==> config.mk <==
export PLATFORM = sky130hd
export DESIGN_NAME = imem_responder_flat
export DESIGN_NICKNAME = d
export VERILOG_FILES = /design/src/rtl/imem_responder_if.sv /design/src/rtl/imem_responder.sv /design/src/flat_wrapper.sv
export SDC_FILE = /design/constraint.sdc
export NUM_CORES = 1
export LEC_CHECK = 0
export ABC_AREA = 1
export BUFFER_PORTS_ARGS = -buffer_cell sky130_fd_sc_hd__buf_2
export CORE_ASPECT_RATIO = 1.25
export CORE_UTILIZATION = 34
export CTS_CLUSTER_DIAMETER = 100
export DETAILED_ROUTE_END_ITERATION = 12
export HOLD_SLACK_MARGIN = 0.05
export PLACE_DENSITY_LB_ADDON = 0.05
export SETUP_SLACK_MARGIN = 0.4
export SYNTH_ARGS = -nofsm -noshare
export SYNTH_HDL_FRONTEND = slang
export SYNTH_SLANG_ARGS = --single-unit
==> constraint.sdc <==
create_clock -name clk -period 1.27 [get_ports clk]
set_clock_uncertainty 0.05 [all_clocks]
set_input_delay 0.127 -clock clk [delete_from_list [all_inputs] [get_ports clk]]
set_output_delay 0.127 -clock clk [all_outputs]
set_load 0.005 [all_outputs]
==> src/rtl/imem_responder_if.sv <==
// Fetch, loader-write and RAM signal bundle for the instruction memory responder.
// slave is the responder's view; master is the fetch unit / loader / RAM side.
interface imem_responder_if #(
  parameter int ADDR_W = 13,
  parameter int DATA_W = 16
);
  logic              fetch_req;
  logic [ADDR_W-1:0] fetch_addr;
  logic              fetch_ready;
  logic              fetch_flush;
  logic              inst_valid;
  logic [DATA_W-1:0] inst;
  logic              inst_ready;
  logic              wr_en;
  logic [ADDR_W-1:0] wr_addr;
  logic [DATA_W-1:0] wr_data;
  logic [ADDR_W-1:0] ram_addr;
  logic              ram_we;
  logic [DATA_W-1:0] ram_wdata;
  logic [DATA_W-1:0] ram_rdata;

  modport slave (
    input  fetch_req, fetch_addr, fetch_flush, inst_ready,
    input  wr_en, wr_addr, wr_data, ram_rdata,
    output fetch_ready, inst_valid, inst, ram_addr, ram_we, ram_wdata
  );

  modport master (
    output fetch_req, fetch_addr, fetch_flush, inst_ready,
    output wr_en, wr_addr, wr_data, ram_rdata,
    input  fetch_ready, inst_valid, inst, ram_addr, ram_we, ram_wdata
  );
endinterface

==> src/rtl/imem_responder.sv <==
// Instruction fetch responder in front of a single-port synchronous RAM.
// Loader writes take the RAM port first; writes to the pending/held address update inst.
module imem_responder #(
  parameter int ADDR_W = 13,
  parameter int DATA_W = 16
) (
  input  logic                clk,
  input  logic                rst_async_n,
  imem_responder_if.slave     bus
);

  typedef enum logic [1:0] {
    IDLE = 2'd0,
    READ = 2'd1,
    RESP = 2'd2
  } state_t;

  state_t            state_q, state_d;
  logic [DATA_W-1:0] inst_q, inst_d;
  logic [ADDR_W-1:0] addr_q, addr_d;
  logic              fetch_ready;
  logic              accept;
  logic              wr_hit;

  assign fetch_ready = ((state_q == IDLE) || ((state_q == RESP) && bus.inst_ready))
                       && !bus.wr_en && !bus.fetch_flush;
  assign accept      = bus.fetch_req && fetch_ready;
  assign wr_hit      = bus.wr_en && (bus.wr_addr == addr_q);

  // Write enable is gated by reset so the RAM cannot be disturbed while held in reset.
  assign bus.ram_we      = bus.wr_en && rst_async_n;
  assign bus.ram_addr    = bus.wr_en ? bus.wr_addr : bus.fetch_addr;
  assign bus.ram_wdata   = bus.wr_data;
  assign bus.fetch_ready = fetch_ready;
  assign bus.inst_valid  = (state_q == RESP);
  assign bus.inst        = inst_q;

  always_comb begin
    state_d = state_q;
    inst_d  = inst_q;
    addr_d  = addr_q;
    case (state_q)
      IDLE: begin
        if (accept) begin
          state_d = READ;
          addr_d  = bus.fetch_addr;
        end
      end
      READ: begin
        inst_d  = wr_hit ? bus.wr_data : bus.ram_rdata;
        state_d = RESP;
      end
      RESP: begin
        if (wr_hit) begin
          inst_d = bus.wr_data;
        end
        if (bus.inst_ready) begin
          if (accept) begin
            state_d = READ;
            addr_d  = bus.fetch_addr;
          end else begin
            state_d = IDLE;
          end
        end
      end
      default: state_d = IDLE;
    endcase
    if (bus.fetch_flush) begin
      state_d = IDLE;
    end
  end

  always_ff @(posedge clk or negedge rst_async_n) begin
    if (!rst_async_n) begin
      state_q <= IDLE;
      inst_q  <= '0;
      addr_q  <= '0;
    end else begin
      state_q <= state_d;
      inst_q  <= inst_d;
      addr_q  <= addr_d;
    end
  end

endmodule

==> src/flat_wrapper.sv <==
// flat-port wrapper written by rule: the top's interface ports become plain ports
module imem_responder_flat 
#(
  parameter int ADDR_W = 13,
  parameter int DATA_W = 16
)
  (clk, rst_async_n, bus_fetch_req, bus_fetch_addr, bus_fetch_flush, bus_inst_ready, bus_wr_en, bus_wr_addr, bus_wr_data, bus_ram_rdata, bus_fetch_ready, bus_inst_valid, bus_inst, bus_ram_addr, bus_ram_we, bus_ram_wdata);
  imem_responder_if #(.ADDR_W(ADDR_W), .DATA_W(DATA_W)) bus_i ();
  input  logic clk;
  input  logic rst_async_n;
  input wire logic [$bits(bus_i.fetch_req)-1:0] bus_fetch_req;
  input wire logic [$bits(bus_i.fetch_addr)-1:0] bus_fetch_addr;
  input wire logic [$bits(bus_i.fetch_flush)-1:0] bus_fetch_flush;
  input wire logic [$bits(bus_i.inst_ready)-1:0] bus_inst_ready;
  input wire logic [$bits(bus_i.wr_en)-1:0] bus_wr_en;
  input wire logic [$bits(bus_i.wr_addr)-1:0] bus_wr_addr;
  input wire logic [$bits(bus_i.wr_data)-1:0] bus_wr_data;
  input wire logic [$bits(bus_i.ram_rdata)-1:0] bus_ram_rdata;
  output wire logic [$bits(bus_i.fetch_ready)-1:0] bus_fetch_ready;
  output wire logic [$bits(bus_i.inst_valid)-1:0] bus_inst_valid;
  output wire logic [$bits(bus_i.inst)-1:0] bus_inst;
  output wire logic [$bits(bus_i.ram_addr)-1:0] bus_ram_addr;
  output wire logic [$bits(bus_i.ram_we)-1:0] bus_ram_we;
  output wire logic [$bits(bus_i.ram_wdata)-1:0] bus_ram_wdata;
  assign bus_i.fetch_req = bus_fetch_req;
  assign bus_i.fetch_addr = bus_fetch_addr;
  assign bus_i.fetch_flush = bus_fetch_flush;
  assign bus_i.inst_ready = bus_inst_ready;
  assign bus_i.wr_en = bus_wr_en;
  assign bus_i.wr_addr = bus_wr_addr;
  assign bus_i.wr_data = bus_wr_data;
  assign bus_i.ram_rdata = bus_ram_rdata;
  assign bus_fetch_ready = bus_i.fetch_ready;
  assign bus_inst_valid = bus_i.inst_valid;
  assign bus_inst = bus_i.inst;
  assign bus_ram_addr = bus_i.ram_addr;
  assign bus_ram_we = bus_i.ram_we;
  assign bus_ram_wdata = bus_i.ram_wdata;
  imem_responder #(.ADDR_W(ADDR_W), .DATA_W(DATA_W)) u_core (.clk(clk), .rst_async_n(rst_async_n), .bus(bus_i));
endmodule
# After elaboration in Yosys (flattened, before gate mapping)
# Cells that the tools add are included.
[totals]
inputBits = 64
word_cells = 37
out_inout_bits = 48
reg_bits = 31
[op_classes]
reduce_logical = 15
n_eq_ne = 7
muxes = 12
[op_table]
columns = ["operator", "n"]
rows = [
  ["13-bit two-way mux", 3],
  ["16-bit two-way mux", 2],
  ["16-bit case mux with 2 select lines", 1],
  ["13-bit case mux with 2 select lines", 1],
  ["13-bit == test", 1],
  ["1-bit logical AND", 6],
  ["2-bit two-way mux", 3],
  ["2-bit case mux with 3 select lines", 1],
  ["2-bit AND reduction", 3],
  ["2-bit nonzero test", 2],
  ["3-bit by 2-bit != test with 1-bit output (second input constant)", 1],
  ["3-bit != test (second input constant)", 1],
  ["2-bit by 1-bit == test with 1-bit output (second input constant)", 1],
  ["2-bit == test (second input constant)", 1],
  ["1-bit logical NOT", 2],
  ["2-bit logical NOT", 1],
  ["2-bit by 1-bit != test with 1-bit output (second input constant)", 1],
  ["2-bit != test (second input constant)", 1],
  ["1-bit logical OR", 1],
  ["1-bit two-way mux", 1],
]

# Longest topological paths before layout
# Gate-level depths: netlist of the first run.
[logic_depth]
word_depth = 10
depth_mapped = 12

# Least setup slack after synthesis of the first run
# OpenSTA, ideal clock, no wires.
[synth_timing]
kind = "register to register"
start = "register u_core.state_q[0]"
end = "register u_core.addr_q[10]"
slack_ps = -132
stages_incl_launch_ff = 6
period_less_slack_ps = 1402
setup_time_ps = 121
required_ps = 1099
t_arrival_ps = 1231
path_cell_list = "dfrtp_1 nor4_2 nand2_1 buf_2 nand2_1 o21ai_1"
[synth_between]
elab_chain_len = 9
word_cells_on_any_way = 13
classes_between = "eq/ne: 2; mux: 3; reduce/logical: 8"
[synth_rtl]
columns = ["item", "line", "text"]
rows = [
  ["start, declared", "imem_responder.sv:18", "state_t state_q, state_d;"],
  ["start signal, assigned", "imem_responder.sv:79", "state_q <= state_d;"],
  ["2-bit == test", "imem_responder.sv:25", "assign fetch_ready = ((state_q == IDLE) || ((state_q == RESP) && bus.inst_ready))"],
  ["1-bit logical AND", "imem_responder.sv:25", ""],
  ["1-bit logical OR *", "imem_responder.sv:25", ""],
  ["1-bit logical AND * (2 in series)", "imem_responder.sv:26", "&& !bus.wr_en && !bus.fetch_flush;"],
  ["via bus_fetch_ready", "flat_wrapper.sv:19", "output wire logic [$bits(bus_i.fetch_ready)-1:0] bus_fetch_ready;"],
  ["1-bit logical AND *", "imem_responder.sv:27", "assign accept = bus.fetch_req && fetch_ready;"],
  ["13-bit two-way mux *", "n/a", ""],
  ["13-bit two-way mux", "n/a", ""],
  ["13-bit case mux with 2 select lines *", "imem_responder.sv:42", "case (state_q)"],
  ["end signal, assigned", "imem_responder.sv:81", "addr_q <= addr_d;"],
  ["end, declared", "imem_responder.sv:20", "logic [ADDR_W-1:0] addr_q, addr_d;"],
]
# The timed path passes the listed nets; every way through them passes the cells marked *. The select of a mux whose other input is x is not followed.
# A chain may end at the register's enable or synchronous reset.

# Worst setup path after layout of the first run
[layout_timing]
start = "register u_core.addr_q[12]"
end = "register u_core.inst_q[14], in the netlist u_core.bus.inst[14]"
[layout_between]
elab_chain_len = 4
word_cells_on_any_way = 6
classes_between = "eq/ne: 2; mux: 2; reduce/logical: 2"
[layout_rtl]
columns = ["item", "line", "text"]
rows = [
  ["13-bit == test *", "imem_responder.sv:28", "assign wr_hit = bus.wr_en && (bus.wr_addr == addr_q);"],
  ["1-bit logical AND *", "imem_responder.sv:28", ""],
  ["16-bit two-way mux / 2-bit by 1-bit != test with 1-bit output (equally long branches)", "n/a", ""],
  ["16-bit case mux with 2 select lines / 2-bit AND reduction (equally long branches)", "n/a", ""],
  ["end signal, assigned", "imem_responder.sv:80", "inst_q <= inst_d;"],
  ["end, declared", "imem_responder.sv:19", "logic [DATA_W-1:0] inst_q, inst_d;"],
]
# Mark *: on every way between the ends. The rest lies on a longest branch, timed or not.

==> impl_metrics.json, run 1 <==
{
  "status": "complete, but fails checks",
  "violations": "negative hold slack, negative setup slack",
  "powerDensity_nw_per_um2": 985,
  "cts_tree": "built",
  "cts_sinks": 31,
  "core_region_area_um2": 6520,
  "max_slew_margin": 0.720,
  "hold_path_class": "primary input to async pin",
  "synthToLayoutAreaGrowth_pct": 59.2,
  "grt_pass1_wl_mm": 10.2,
  "p_total_mw": 3.58,
  "remaining_drc_errors": 0,
  "final_cell_area_um2": 3630,
  "insertion_delay_ns": 0.28,
  "maxCapViolCount": 0,
  "crit_type": "flip-flop to flip-flop",
  "whs_ns": -0.156,
  "nNetsFinal": 543,
  "dr.pass1.iters": 4,
  "first_iter_violations": 75,
  "path_buf_inv": 1,
  "yosysWarnings": 0,
  "antenna_found_initial": 0,
  "final.period_utilization": 1.17,
  "cp-start-kind": "flip-flop",
  "synth_area_um2": 2280,
  "yosysSeqAreaShare": 0.340,
  "ios": 112,
  "ant_nets": 0,
  "crit_required_ns": 1.39,
  "worst-path-max-fanout": 16,
  "viasPerCell": 4.34,
  "rsz0062_at_grt": "yes",
  "ff_latch_area_um2": 777,
  "core.rowCount": 33,
  "die_x_um": 75.3,
  "drt-total-wl_mm": 6.56,
  "cp-end-kind": "flip-flop",
  "max_slew.worst_pin.slew_ns": 0.420,
  "dieArea_um2": 7050,
  "ys_seq_elements": 31,
  "peakVddDrop_uv": 517,
  "htreeDepth": 2,
  "p_leak_nw": 2.12,
  "wire_per_inst_um": 11.6,
  "cts_buffers": 5,
  "grt_max_degree": 32,
  "first_global_vias": 2278,
  "postCtsHoldBufs": 9,
  "postPlaceCellArea_um2": 2920,
  "grt_usage": 0.191,
  "fillers": 678,
  "multi_input_area_um2": 1230,
  "root_buffer": "clkbuf_8",
  "grt-ovfl-total": 0,
  "fmax_ghz": 0.672,
  "cp_slowest_cell": "dfrtp_1",
  "die_h_um": 93.6,
  "setup_viol": 31,
  "critical_path.max_stage_delay_ns": 0.41,
  "num_vias": 2460,
  "gp_congestion": 0.803,
  "syn_avg_cell_area_um2": 6.88,
  "diodes": 0,
  "cp.arrival_ns": 1.61,
  "crit_family": "simple AND/OR/NAND/NOR gates",
  "clockBufferDepth": 2,
  "slew_violations": 0,
  "clkSlewWorstSetupHoldPaths_ns": 0.07,
  "place.port_buffers": 111,
  "netlist_instances": 332,
  "start_util": 0.350,
  "fin_ws_ns": -0.218,
  "hpwl_mm": 4.49,
  "syn-num-nets": 396,
  "path_cells": "nand2_1, nand2_1, nor2_2, nand2_2, nor2_8, buf_12, nand3b_1, nand3_1, nand2_1",
  "period_needed_ns": 1.49,
  "drive_above_1_share": 0.494,
  "ys_types": 23,
  "hold_viol_final": 31,
  "cp_common_cell": "nand2_1"
}
==> cell usage in the layout (no fill, tap or decap), drive strengths merged <==
master / count
a211oi: 1
clkbuf: 9
nand3: 35
o21ai: 26
nand3b: 16
dlygate4sd3: 9
dfrtp: 31
nand2: 114
inv: 61
or2: 1
nor2: 19
nor4: 1
buf: 157
==> cell families (layout without fill, tap and decap cells) <==
| family | after synthesis | in the layout | synth area share |
|---|---|---|---|
| AO/OA/AOI/OAI | 27 | 27 | 0.0603 |
| buffers and inverters | 88 | 236 | 0.188 |
| flip-flops | 31 | 31 | 0.340 |
| AND/OR/NAND/NOR | 186 | 186 | 0.412 |
==> power by group <==
part	switching, mW	total, mW	leakage, nW	internal, mW
sequential	0.129	1.31	0.383	1.18
clock	0.370	0.865	0.0515	0.494
combinational	0.644	1.41	1.69	0.763
total	1.14	3.58	2.12	2.44
==> worst paths after layout <==
| check | start | to | slack (ns) | cells after the start |
|---|---|---|---|---|
| worst min-delay path | rst_async_n | u_core.bus.inst[10] | -0.16 | 2 |
| worst min register to register | u_core.bus.inst[15] | u_core.bus.inst[15] | 0.43 | 2 |
| min in group clk | bus_fetch_addr[4] | u_core.addr_q[4] | 0.06 | 3 |
| worst max register to register | u_core.addr_q[12] | u_core.bus.inst[14] | -0.22 | 9 |
| worst max-delay path | u_core.addr_q[12] | u_core.bus.inst[14] | -0.22 | 9 |
| max in group asynchronous | rst_async_n | u_core.state_q[0] | 1.00 | 2 |
==> synthesized netlist by cell type <==
master    instances  area, um^2
nand2_4           2        22.5
nor2_4            1        11.3
clkbuf_1          2        7.51
nor4_2            1        12.5
nor2_1           15        56.3
buf_6             3        33.8
o21ai_0          13        65.1
buf_2             3        15.0
nand3_1          24         120
or2_1             1        6.26
nand2_2          11        68.8
a211oi_1          1        7.51
nand2_1         101         379
nor2_8            1        20.0
inv_1            57         214
nand3b_1         16         120
nor2_2            2        12.5
nand3_2          11         110
inv_2             3        11.3
inv_4             1        6.26
buf_4            19         143
o21ai_1          13        65.1
dfrtp_1          31         776
==> routing by layer <==
metal	vias to the layer above	GRT usage	wire, um
met3	5	0.0280	278
met1	1093	0.213	2600
met2	70	0.354	3610
met4	0	0.0710	72
li1	1292	-	-
met5	-	0	0
==> final cells by class <==
cell class | instances | area share
Sequential cell | 31 | 0.214
Clock buffer | 8 | 0.0275
Timing Repair Buffer | 167 | 0.326
Multi-Input combinational cell | 213 | 0.339
Inverter | 61 | 0.0637
Tap cell | 87 | 0.0299
==> sequential cells by signal (all words and copies together) (netlist names) <==
name,flops
u_core.bus.inst,16
u_core.state_q,2
u_core.addr_q,13
==> what timing repair did <==
action | in CTS | in global routing
endpoints found under the setup margin | 62 | 58
hold endpoints to repair | 40 | 31
cloned | 3 | 1
resized for setup | 46 | 27
setup buffers | 16 | 13
pin swaps | 18 | 3
==> stage by stage <==
stage	cells	setup TNS [ns]	hold slack, ns	utilization	worst slack (ns)
floorplan	332	-2.01	-0.219	-	-0.101
global placement	517	-5.13	0.173	0.448	-0.232
detailed placement	517	-5.22	0.173	0.448	-0.240
CTS	553	-4.61	-0.137	0.527	-0.232
global route	567	-7.69	-0.115	0.557	-0.398
finish	567	-4.32	-0.156	0.557	-0.218
Note: power is estimated with default switching activity, not from simulation.
==> run 2: changes to the inputs <==
==> constraint.sdc (replaced) <==
create_clock -name clk -period 1.4 [get_ports clk]
set_clock_uncertainty 0.05 [all_clocks]
set_input_delay 0.28 -clock clk [delete_from_list [all_inputs] [get_ports clk]]
set_output_delay 0.28 -clock clk [all_outputs]
set_load 0.005 [all_outputs]
==> run 2 against run 1 <==
The flow finishes with violations (negative setup slack). Register-to-register slack improved by 0.098 ns. Sequential power fell by 9.9%. Non-clock buffer count decreased by 1. Global-route usage rose by 0.70 points. Critical path depth down 6. Core utilization rose by 3.2 points. Worst hold slack better by 0.19 ns. Via count rose by 3.1%. Clock-buffer cell count unchanged. Critical path type is now flip-flop to primary output. Largest cell class unchanged. Largest power group unchanged. Highest routed layer unchanged.
==> impl_metrics.json, run 2 (synthesis gave the netlist of run 1 again) <==
{
  "max_slew_margin": 0.719,
  "core_region_area_um2": 6520,
  "first_global_vias": 2210,
  "violations": "negative setup slack",
  "path_cells": "nor4_4, buf_4, buf_6",
  "crit_type": "flip-flop to primary output",
  "layout_commonest_cell": "buf_2",
  "hold_path_class": "primary input to async pin",
  "num_vias": 2537,
  "cp-start-kind": "flip-flop",
  "power_frac_comb": 0.405,
  "slew_violations": 0,
  "hpwl_mm": 4.46,
  "fmax_ghz": 0.644,
  "grt_pass1_wl_mm": 10.3,
  "place.port_buffers": 111,
  "dr.pass1.iters": 4,
  "die_h_um": 93.6,
  "dieArea_um2": 7050,
  "htreeDepth": 2,
  "ios": 112,
  "synthToLayoutAreaGrowth_pct": 68.3,
  "grt-ovfl-total": 0,
  "period_needed_ns": 1.55,
  "fin_ws_ns": -0.154,
  "first_iter_violations": 74,
  "max_slew.worst_pin.slew_ns": 0.421,
  "drive_above_1_share": 0.564,
  "hold_viol_final": 0,
  "fin_tns_setup_ns": -1.81,
  "largest_reg_flops": 16,
  "insertion_delay_ns": 0.29,
  "grt_usage": 0.198,
  "remaining_drc_errors": 0,
  "nNetsFinal": 542,
  "status": "complete, but fails checks",
  "drt-total-wl_mm": 7.09,
  "powerDensity_nw_per_um2": 869,
  "setup_viol": 19,
  "final.period_utilization": 1.11,
  "peakVddDrop_uv": 493,
  "gp_congestion": 0.744,
  "p_int_mw": 2.24,
  "whs_ns": 0.0317,
  "clkPwrFrac": 0.241,
  "crit_required_ns": 1.07,
  "clockBufferDepth": 2,
  "grt_max_degree": 32,
  "reg2reg_depth": 8,
  "die_x_um": 75.3,
  "cts_sinks": 31,
  "cp-end-kind": "primary output",
  "root_buffer": "clkbuf_8",
  "p_sw_frac": 0.328,
  "cp_slowest_cell": "dfrtp_2",
  "p_leak_nw": 2.21,
  "viasPerCell": 4.48,
  "cts_tree": "built",
  "fillers": 644,
  "maxCapViolCount": 0,
  "crit_family": "flip-flops",
  "critical_path.max_stage_delay_ns": 0.44,
  "ant_nets": 0,
  "layout_common_cells": "buf_2 (108), nand2_1 (71), inv_1 (55)",
  "path_buf_inv": 2,
  "start_util": 0.350,
  "diodes": 0,
  "wire_per_inst_um": 12.5,
  "power_frac_seq": 0.355,
  "cp.arrival_ns": 1.22,
  "worst-path-max-fanout": 3,
  "core.rowCount": 33,
  "cts_buffers": 5,
  "p_switching_mw": 1.10,
  "antenna_found_initial": 0,
  "worstSetupPathDepth": 3,
  "clkSlewWorstSetupHoldPaths_ns": 0.06,
  "rsz0062_at_grt": "yes"
}
[run 2: changes by cell type in the layout (fill, tap and decap cells not counted), moves of 3 or more]
cell,before,now
buf_12,6,9
buf_16,3,6
dlygate4sd3_1,9,0
nand2_1,82,71
nand2_2,28,32
nand2_4,3,9
nor2_4,5,2
o21ai_1,18,5
o21ai_2,8,21
[run 2: through the flow]
stage          setup slack (ns)  std cells  power (mW)  instance area (um^2)   util
2_1_floorplan            0.0285        332        1.73                  2360      -
3_3_place_gp             -0.120        516        2.09                  2940  0.451
3_5_place_dp             -0.130        516        2.11                  2940  0.451
4_1_cts                  -0.124        550        3.19                  3540  0.543
5_1_grt                  -0.216        566        3.58                  3840  0.589
6_report                 -0.154        566        3.34                  3840  0.589
[run 2: final timing paths]
| check | endpoint | slack, ns | start |
|---|---|---|---|
| worst max register to register | u_core.bus.inst[7] | -0.12 | u_core.addr_q[1] |
| min in group clk | u_core.state_q[1] | 0.16 | bus_fetch_flush |
| worst max-delay path | bus_fetch_ready | -0.15 | u_core.state_q[0] |
| worst min register to register | u_core.bus.inst[7] | 0.43 | u_core.bus.inst[7] |
| worst min-delay path | u_core.bus.inst[10] | 0.03 | rst_async_n |
| max in group asynchronous | u_core.state_q[0] | 0.94 | rst_async_n |
[run 2: metal layers]
layer	part of all wire	vias up	global-route usage	routed length, um
li1	-	1287	-	-
met2	0.55	77	0.372	3880
met5	0	-	0	0
met3	0.046	12	0.0377	327
met1	0.38	1161	0.210	2730
met4	0.022	0	0.0741	159
[run 2: timing repair]
action                                  in CTS  in global routing
gates resized for setup                     50                 46
endpoints found under the setup margin      62                 63
pin swaps                                   20                  6
endpoints found under the hold margin       31                  0
buffers inserted                            20                 13
cloned                                       6                  3
[run 2: layout make-up]
type,count,area [um^2],area share
timing repair buffer,166,1280,0.334
sequential,31,777,0.202
clock buffer,8,100,0.0261
inverter,61,234,0.0609
multi-input combinational,213,1340,0.348
tap,87,109,0.0283
[run 2: power groups by stage]
stage	Sequential, mW	Combinational [mW]	Clock (mW)
3_3_place_gp	1.21	0.878	0
2_1_floorplan	1.20	0.531	0
4_1_cts	1.18	1.18	0.826
6_report	1.18	1.35	0.804
3_5_place_dp	1.21	0.897	0
5_1_grt	1.21	1.50	0.866
==> run 3: changes to the inputs <==
Settings changed: PLACE_DENSITY set to 0.66, PLACE_DENSITY_LB_ADDON 0.05 to unset.
Clock period 1.4 ns to 1.3 ns, I/O delays scaled along.
==> run 3 against run 2 <==
The flow still finishes with violations (negative setup slack). Global-route usage is 0.52 points lower. Final cell count is 1.4% higher. Combinational power is 7% higher. First-iteration DRC count is 8.1% lower. Die area stayed put. Sequential power is 8% higher. Flip-flop and latch count stayed put. Sequential share of layout area is 0.51 points lower. Highest routed layer unchanged.
==> impl_metrics.json, run 3 (synthesis gave the netlist of run 1 again) <==
{
  "drt-total-wl_mm": 6.78,
  "clkSlewWorstSetupHoldPaths_ns": 0.07,
  "dp.cells": 527,
  "ff_latch_area_um2": 777,
  "nNetsFinal": 550,
  "powerDensity_nw_per_um2": 878,
  "drive_above_1_share": 0.583,
  "final_cells": 574,
  "final_cell_area_um2": 3940,
  "layout_common_cells": "buf_2 (107), nand2_1 (77), inv_1 (55)",
  "root_buffer": "clkbuf_8",
  "grt_pass1_wl_mm": 10.3,
  "cp-start-kind": "flip-flop",
  "fin_ws_ns": -0.245,
  "viasPerCell": 4.50,
  "maxCapViolCount": 0,
  "setup_viol": 31,
  "largest_reg_flops": 16,
  "cts_sinks": 31,
  "die_h_um": 93.6,
  "postCtsHoldBufs": 0,
  "grt-ovfl-total": 0,
  "cp.arrival_ns": 1.67,
  "remaining_drc_errors": 0,
  "htreeDepth": 2,
  "cp-end-kind": "flip-flop",
  "multi_input_area_um2": 1420,
  "ios": 112,
  "hold_path_class": "primary input to async pin",
  "peakVddDrop_uv": 433,
  "core.rowCount": 33,
  "die_x_um": 75.3,
  "antenna_found_initial": 0,
  "violations": "negative setup slack",
  "hold_viol_final": 0,
  "hpwl_mm": 4.54,
  "diodes": 0,
  "fmax_ghz": 0.647,
  "place.port_buffers": 111,
  "postPlaceCellArea_um2": 3050,
  "rsz0062_at_grt": "yes",
  "gp_congestion": 0.808,
  "grt_max_degree": 32,
  "max_slew_margin": 0.721,
  "first_global_vias": 2389,
  "start_util": 0.350,
  "core_region_area_um2": 6520,
  "wire_per_inst_um": 11.8,
  "fillers": 623,
  "insertion_delay_ns": 0.29,
  "ant_nets": 0,
  "num_vias": 2582,
  "period_needed_ns": 1.54,
  "max_slew.worst_pin.slew_ns": 0.418,
  "layout_commonest_cell": "buf_2",
  "worst-path-max-fanout": 8,
  "grt_usage": 0.193,
  "dieArea_um2": 7050,
  "status": "complete, but fails checks",
  "crit_type": "flip-flop to flip-flop",
  "fin_tns_setup_ns": -3.81,
  "cts_buffers": 5,
  "p_leak_nw": 2.25,
  "clockBufferDepth": 2,
  "synthToLayoutAreaGrowth_pct": 72.6,
  "crit_required_ns": 1.42,
  "first_iter_violations": 68,
  "dr.pass1.iters": 4,
  "cts_tree": "built",
  "final.period_utilization": 1.19,
  "slew_violations": 0
}
==> run 3: area by class of cell <==
| class | count | area share |
|---|---|---|
| Tap cell | 87 | 0.0276 |
| Clock buffer | 5 | 0.0175 |
| Multi-Input combinational cell | 214 | 0.361 |
| Sequential cell | 31 | 0.197 |
| Inverter | 61 | 0.0594 |
| Timing Repair Buffer | 173 | 0.333 |
| Clock inverter | 3 | 0.00381 |
==> run 3: what timing repair did <==
item	in CTS	in global routing
endpoints found under the setup margin	63	63
setup buffers	18	15
gates cloned	6	0
gates resized for setup	46	41
pin swaps	30	28
endpoints found under the hold margin	0	0
==> run 3: layer usage <==
metal  wire [um]  vias to the layer above  part of all wire  GRT usage
met4         146                        0             0.022     0.0787
met1        2700                     1172              0.40      0.191
met3         330                       13             0.049     0.0431
met2        3600                       88              0.53      0.370
li1            -                     1309                 -          -
met5           0                        -                 0          0
==> run 3: worst paths after layout <==
| kind | startpoint | endpoint | slack, ns | cells past startpoint |
|---|---|---|---|---|
| min | rst_async_n | u_core.bus.inst[9] | 0.07 | 2 |
| max reg2reg | u_core.addr_q[0] | u_core.bus.inst[11] | -0.24 | 10 |
| min reg2reg | u_core.bus.inst[15] | u_core.bus.inst[15] | 0.44 | 2 |
| max in group asynchronous | rst_async_n | u_core.state_q[0] | 0.80 | 2 |
| max | u_core.addr_q[0] | u_core.bus.inst[11] | -0.24 | 10 |
| min in group clk | bus_fetch_flush | u_core.state_q[1] | 0.14 | 2 |
==> run 3: critical path, stage by stage (launching register included) <==
cell	delay, ns
dfrtp_1	0.39
inv_1	0.06
nand2_1	0.08
nand2_1	0.09
nor2_2	0.09
nand2_2	0.09
nor2_8	0.17
buf_6	0.15
nand3b_1	0.09
nand3_1	0.11
nand2_1	0.05
==> run 3: power breakdown <==
part	internal (mW)	total [mW]	leakage (nW)	switching [mW]
clock network	0.366	0.745	0.0477	0.379
registers	1.15	1.27	0.383	0.120
logic	0.779	1.44	1.81	0.663
total	2.30	3.46	2.25	1.16
==> run 3: metrics by stage <==
| stage | total power [mW] | hold slack, ns | utilization | setup WS, ns |
|---|---|---|---|---|
| finish | 3.46 | 0.0720 | 0.604 | -0.245 |
| global route | 3.72 | 0.0798 | 0.604 | -0.337 |
| CTS | 3.33 | 0.0706 | 0.563 | -0.212 |
| detailed placement | 2.30 | 0.387 | 0.468 | -0.212 |
| global placement | 2.28 | 0.395 | 0.468 | -0.169 |
| floorplan | 1.89 | -0.0856 | - | -0.0715 |
